## config.mk

```make
export PLATFORM = sky130hd
export DESIGN_NAME = uart_tx_dev
export DESIGN_NICKNAME = d
export VERILOG_FILES = /design/src/rtl/uart_tx_dev.sv
export SDC_FILE = /design/constraint.sdc
export NUM_CORES = 1
export LEC_CHECK = 0
export ABC_AREA = 1
export CAP_MARGIN = 20
export CORE_ASPECT_RATIO = 1.1
export CORE_MARGIN = 8
export CORE_UTILIZATION = 50
export CTS_CLUSTER_SIZE = 24
export DETAILED_ROUTE_END_ITERATION = 7
export PLACE_DENSITY_LB_ADDON = 0.05
export SYNTH_ARGS = -nofsm -noshare
export SYNTH_HDL_FRONTEND = slang
export SYNTH_SLANG_ARGS = --single-unit
```

## constraint.sdc

```tcl
create_clock -name clk -period 11.66 [get_ports clk]
set_input_delay 3.498 -clock clk [delete_from_list [all_inputs] [get_ports clk]]
set_output_delay 3.498 -clock clk [all_outputs]
set_load 0.03 [all_outputs]
```

## src/rtl/uart_tx_dev.sv

```systemverilog
// Memory-mapped 8N1 UART transmitter: CPU writes bytes into a small FIFO that
// the TX FSM serialises on txd at a programmable clk-cycles-per-bit divisor.
module uart_tx_dev #(
  parameter int          FIFO_DEPTH = 8,
  parameter logic [15:0] DIV_RESET  = 16'd434
) (
  input  logic        clk,
  input  logic        reset,
  input  logic [3:2]  HardAddr,
  input  logic [31:0] HardWD,
  input  logic        WeHard,
  output logic [31:0] HardRD,
  output logic        IntReq,
  output logic        txd
);

  localparam int AW = $clog2(FIFO_DEPTH);
  localparam int CW = AW + 1;
  localparam logic [CW-1:0] FULL_COUNT = CW'(FIFO_DEPTH);

  typedef enum logic [1:0] {S_IDLE, S_START, S_DATA, S_STOP} state_t;

  state_t        state_q, state_d;
  logic          txen_q, txen_d;
  logic          ie_q, ie_d;
  logic          ovf_q, ovf_d;
  logic [15:0]   div_q, div_d;
  logic [7:0]    mem_q [FIFO_DEPTH];
  logic [7:0]    mem_d [FIFO_DEPTH];
  logic [AW-1:0] wr_ptr_q, wr_ptr_d;
  logic [AW-1:0] rd_ptr_q, rd_ptr_d;
  logic [CW-1:0] count_q, count_d;
  logic [7:0]    shift_q, shift_d;
  logic [2:0]    bit_idx_q, bit_idx_d;
  logic [15:0]   cnt_q, cnt_d;
  logic          txd_q, txd_d;

  logic        wr_ctrl, wr_data, wr_div;
  logic        push, pop;
  logic        busy, empty, full;
  logic [15:0] reload;
  logic [7:0]  count_ext;
  logic        unused_wd;

  assign wr_ctrl = WeHard && (HardAddr == 2'd0);
  assign wr_data = WeHard && (HardAddr == 2'd2);
  assign wr_div  = WeHard && (HardAddr == 2'd3);

  assign busy  = (state_q != S_IDLE);
  assign empty = (count_q == '0);
  assign full  = (count_q == FULL_COUNT);

  // A zero divisor behaves as one cycle per bit; counter counts down to zero.
  assign reload = (div_q == 16'd0) ? 16'd0 : (div_q - 16'd1);

  assign pop  = (state_q == S_IDLE) && txen_q && !empty;
  assign push = wr_data && (!full || pop);

  assign count_ext = 8'(count_q);
  assign unused_wd = ^HardWD[31:16];

  always_comb begin
    state_d   = state_q;
    txen_d    = txen_q;
    ie_d      = ie_q;
    ovf_d     = ovf_q;
    div_d     = div_q;
    mem_d     = mem_q;
    wr_ptr_d  = wr_ptr_q;
    rd_ptr_d  = rd_ptr_q;
    count_d   = count_q;
    shift_d   = shift_q;
    bit_idx_d = bit_idx_q;
    cnt_d     = cnt_q;
    txd_d     = txd_q;

    if (wr_ctrl) begin
      txen_d = HardWD[0];
      ie_d   = HardWD[1];
      ovf_d  = 1'b0;
    end
    if (wr_data && !push) begin
      ovf_d = 1'b1;
    end
    if (wr_div) begin
      div_d = HardWD[15:0];
    end

    if (push) begin
      mem_d[wr_ptr_q] = HardWD[7:0];
      wr_ptr_d        = wr_ptr_q + AW'(1);
    end
    if (pop) begin
      rd_ptr_d = rd_ptr_q + AW'(1);
    end
    case ({push, pop})
      2'b10:   count_d = count_q + CW'(1);
      2'b01:   count_d = count_q - CW'(1);
      default: count_d = count_q;
    endcase

    // txd_d is the line level for the cycle after this edge, so it always
    // reflects the bit the FSM is about to hold.
    case (state_q)
      S_IDLE: begin
        txd_d = 1'b1;
        if (pop) begin
          shift_d = mem_q[rd_ptr_q];
          cnt_d   = reload;
          state_d = S_START;
          txd_d   = 1'b0;
        end
      end
      S_START: begin
        if (cnt_q == 16'd0) begin
          cnt_d     = reload;
          bit_idx_d = 3'd0;
          state_d   = S_DATA;
          txd_d     = shift_q[0];
        end else begin
          cnt_d = cnt_q - 16'd1;
        end
      end
      S_DATA: begin
        if (cnt_q == 16'd0) begin
          cnt_d = reload;
          if (bit_idx_q == 3'd7) begin
            state_d = S_STOP;
            txd_d   = 1'b1;
          end else begin
            bit_idx_d = bit_idx_q + 3'd1;
            shift_d   = {1'b0, shift_q[7:1]};
            txd_d     = shift_q[1];
          end
        end else begin
          cnt_d = cnt_q - 16'd1;
        end
      end
      S_STOP: begin
        txd_d = 1'b1;
        if (cnt_q == 16'd0) begin
          state_d = S_IDLE;
        end else begin
          cnt_d = cnt_q - 16'd1;
        end
      end
      default: begin
        state_d = S_IDLE;
        txd_d   = 1'b1;
      end
    endcase
  end

  always_ff @(posedge clk or posedge reset) begin
    if (reset) begin
      state_q   <= S_IDLE;
      txen_q    <= 1'b0;
      ie_q      <= 1'b0;
      ovf_q     <= 1'b0;
      div_q     <= DIV_RESET;
      for (int i = 0; i < FIFO_DEPTH; i++) begin
        mem_q[i] <= 8'd0;
      end
      wr_ptr_q  <= '0;
      rd_ptr_q  <= '0;
      count_q   <= '0;
      shift_q   <= 8'd0;
      bit_idx_q <= 3'd0;
      cnt_q     <= 16'd0;
      txd_q     <= 1'b1;
    end else begin
      state_q   <= state_d;
      txen_q    <= txen_d;
      ie_q      <= ie_d;
      ovf_q     <= ovf_d;
      div_q     <= div_d;
      mem_q     <= mem_d;
      wr_ptr_q  <= wr_ptr_d;
      rd_ptr_q  <= rd_ptr_d;
      count_q   <= count_d;
      shift_q   <= shift_d;
      bit_idx_q <= bit_idx_d;
      cnt_q     <= cnt_d;
      txd_q     <= txd_d;
    end
  end

  always_comb begin
    HardRD = 32'd0;
    case (HardAddr)
      2'd0:    HardRD = {30'd0, ie_q, txen_q};
      2'd1:    HardRD = {24'd0, count_ext[3:0], ovf_q, full, empty, busy};
      2'd3:    HardRD = {16'd0, div_q};
      default: HardRD = 32'd0;
    endcase
  end

  assign IntReq = ie_q && empty && !busy;
  assign txd    = txd_q;

endmodule
```

==> impl_metrics.toml <==
[routing]
drc = 0
avgViaCountPerCell = 5.17
first_pass_iters = 5
first_iter_violations = 537
vias = 5943
wl_per_cell_um = 14.9
routed_wl_um = 17100
antenna_left = 0

[clock_network]
cts.sinks = 123
clk_latency_ns = 0.42
htree_num_levels = 4
clockRootBuffer = "clkbuf_16"
clockBufferDepth = 2
cts_made_buffers = 17
ctsResizeCount = 0
holdBufCountCts = 0
cts_tree = "yes"
post_cts_buffers = 0
cts.clk_slew.worst_paths_ns = 0.06

[setup_path]
reg2reg_depth = 13
cp-start-kind = "input port"
critical-path-top-delay-family = "buffers and inverters"
slowest_delay_ns = 0.72
cp-end-kind = "output port"
worstSetupPathType = "input port to output port"
crit_required_ns = 8.16
arrival_ns = 5.44
path_cells = "clkdlybuf4s50_1 -> nand2_1 -> o221ai_1 -> clkdlybuf4s50_1"
path_depth = 4
crit_top_cell = "clkdlybuf4s50_1"
cp_max_fo = 16
critPathBufInv = 2
crit_slowest_cell = "clkdlybuf4s50_1"

[power_and_ir_drop]
vdd_drop_max_mv = 0.150
finalPower_uw = 2210
clockPowerShare_pct = 25.5
seqPwrFrac_pct = 33.3
switchingPower_uw = 927
switching_share_pct = 41.9
pwr-share-comb_pct = 41.2
p_leak_uw = 0.00397
power.density_nw_per_um2 = 272
internal-power_uw = 1290

[synthesis]
ys_top_cells_by_area = "dfrtp_1, nand2_1, nor2_1, o21ai_0, nand3_1"
syn_inst = 919
async_flop_share_pct = 100
yosysMostFrequentCell = "nand2_1"
syn_area_um2 = 7110
seq_area_frac_synth_pct = 43.4
yosysWarnings = 0
yosysTopAreaCell = "dfrtp_1"
yosysUniqueCellTypes = 45
ys_ff_latch = 123
synth_ff_type = "dfrtp_1"
ys_top_cells_by_count = "nand2_1, dfrtp_1, nor2_1"
avgSynthCellArea_um2 = 7.74
synth_edf_count = 0
post-synth-top-area-fraction_pct = 41.2

[sta]
setup_viol = 0
fin_tns_setup_ns = 0
clock_skew_ns = 0.00740
min_period_ns = 8.94
hold_viol = 0
worst-slew-pin-transition_ns = 1.03
fmax_ghz = 0.112
timing.final.crit_share_pct = 76.7
grt_setup_unrepaired = "no"
slew_viol_final = 0
slew_headroom_pct = 31.0

[outcome]
status = "complete, no violations"

[grt]
grt_pass1_wl_um = 28800
grt_pass1_vias = 5781
grtUsageTotal_pct = 19.9
grt.overflow.total = 0
grt_max_degree = 74
antenna_found_initial = 0

[placed_design]
portBuffers = 38
place_congestion = 0.884
hpwlAfterDp_um = 11600
placed_area_um2 = 7480

[finish]
fin_area_um2 = 8140
layout-drive-gt1-share_pct = 8.95
multi_input_comb_area_um2 = 3480
syn_to_final_growth_pct = 14.4
nets = 1002
num-fill-cells = 1335
n_antenna_cell = 0
regArea_um2 = 3090

[run]
drv_cap = 0

[min_path]
hold_path_class = "flop to flop"
hold_path_depth = 2

[floorplanning]
row_count = 45
die_h_um = 141
core_area_um2 = 13900
die_area_um2 = 18300
die_x_um = 130
io_pins = 71
start_util_pct = 51.3
==> through the flow <==
stage	hold slack, ns	utilization [%]	instances	setup slack (ns)
finish	0.474	58.8	1149	2.72
global route	0.494	58.8	1149	2.61
CTS	0.477	58.6	1148	2.73
detailed placement	0.463	54.0	1116	2.74
global placement	0.455	54.0	1116	2.79
floorplan	0.442	-	934	3.83
==> final timing paths <==
| path | endpoint | slack [ns] | from |
|---|---|---|---|
| setup / recovery | HardRD[1] | 2.72 | HardAddr[2] |
| hold / removal | mem_q[22] | 0.47 | mem_q[22] |
| setup reg to reg | count_q[3] | 8.99 | state_q[0] |
| hold reg to reg | mem_q[22] | 0.47 | mem_q[22] |
| max in group asynchronous | cnt_q[7] | 6.73 | reset |
| min in group asynchronous | count_q[0] | 3.52 | reset |
==> cell usage in the layout, fill, tap and decap left out, types with 6 or more instances in the layout <==
master / n
inv_1: 67
conb_1: 16
or2_2: 7
clkbuf_16: 17
nand2_1: 270
nand4_4: 7
nor2_1: 109
nand3b_1: 6
ha_1: 16
dfrtp_1: 117
o21ai_2: 8
clkdlybuf4s50_1: 38
dfstp_2: 6
a21oi_1: 10
nand3_1: 58
o21ai_1: 51
o211ai_1: 6
xor2_1: 18
o21ai_0: 73
==> state kept, by name, summed over array words and instances (netlist names) <==
| name | cells |
|---|---|
| bit_idx_q | 3 |
| cnt_q | 16 |
| count_q | 4 |
| div_q | 16 |
| ie_q | 1 |
| mem_q | 64 |
| ovf_q | 1 |
| rd_ptr_q | 3 |
| shift_q | 8 |
| state_q | 2 |
| txd | 1 |
| txen_q | 1 |
| wr_ptr_q | 3 |
==> cell type report <==
type                       instances  area share (%)
timing repair buffer              41            5.20
tap                              188            2.89
inverter                          74            3.47
clock buffer                      19            5.44
multi-input combinational        691            42.7
sequential                       123            37.9
clock inverter                    13            2.35
==> routing by layer <==
metal	up-vias	track usage (%)	share of wire (%)
met3	26	4.49	3.9
met1	2824	24.9	44
met2	94	32.9	49
met5	-	0	0
li1	2999	-	-
met4	0	7.10	2.3
==> worst register-to-register path, stage by stage, from the launching register on <==
cell and delay (ns):
dfrtp_1 0.41, inv_1 0.12, ha_1 0.41, nand3_2 0.24, inv_1 0.23, ha_1 0.25, ha_1 0.25, nand2_1 0.07
nand2_1 0.05, a21oi_1 0.18, nor2_1 0.06, nor2_1 0.08, nand2_1 0.06, xor2_1 0.14
==> kinds of logic (layout without fill, tap and decap cells) <==
kind of cell / count (synthesis) / in the layout / share of synthesized area (%)
AO/OA/AOI/OAI: 160 / 160 / 12.4
XOR/XNOR: 21 / 21 / 2.59
adder cells (fa/ha/maj): 17 / 17 / 3.10
buffers and inverters: 120 / 147 / 8.52
flip-flops: 123 / 123 / 43.4
other: 1 / 16 / 0.0527
AND/OR/NAND/NOR: 477 / 477 / 29.9
==> power groups by stage <==
| stage | Clock [µW] | Sequential [µW] | Combinational [µW] |
|---|---|---|---|
| after floorplan | 0 | 705 | 727 |
| after global placement | 0 | 735 | 879 |
| after detailed placement | 0 | 741 | 901 |
| after CTS | 572 | 735 | 908 |
| after global routing | 593 | 761 | 1050 |
| final | 566 | 737 | 911 |
No activity file was read; power rests on OpenSTA's default activity.
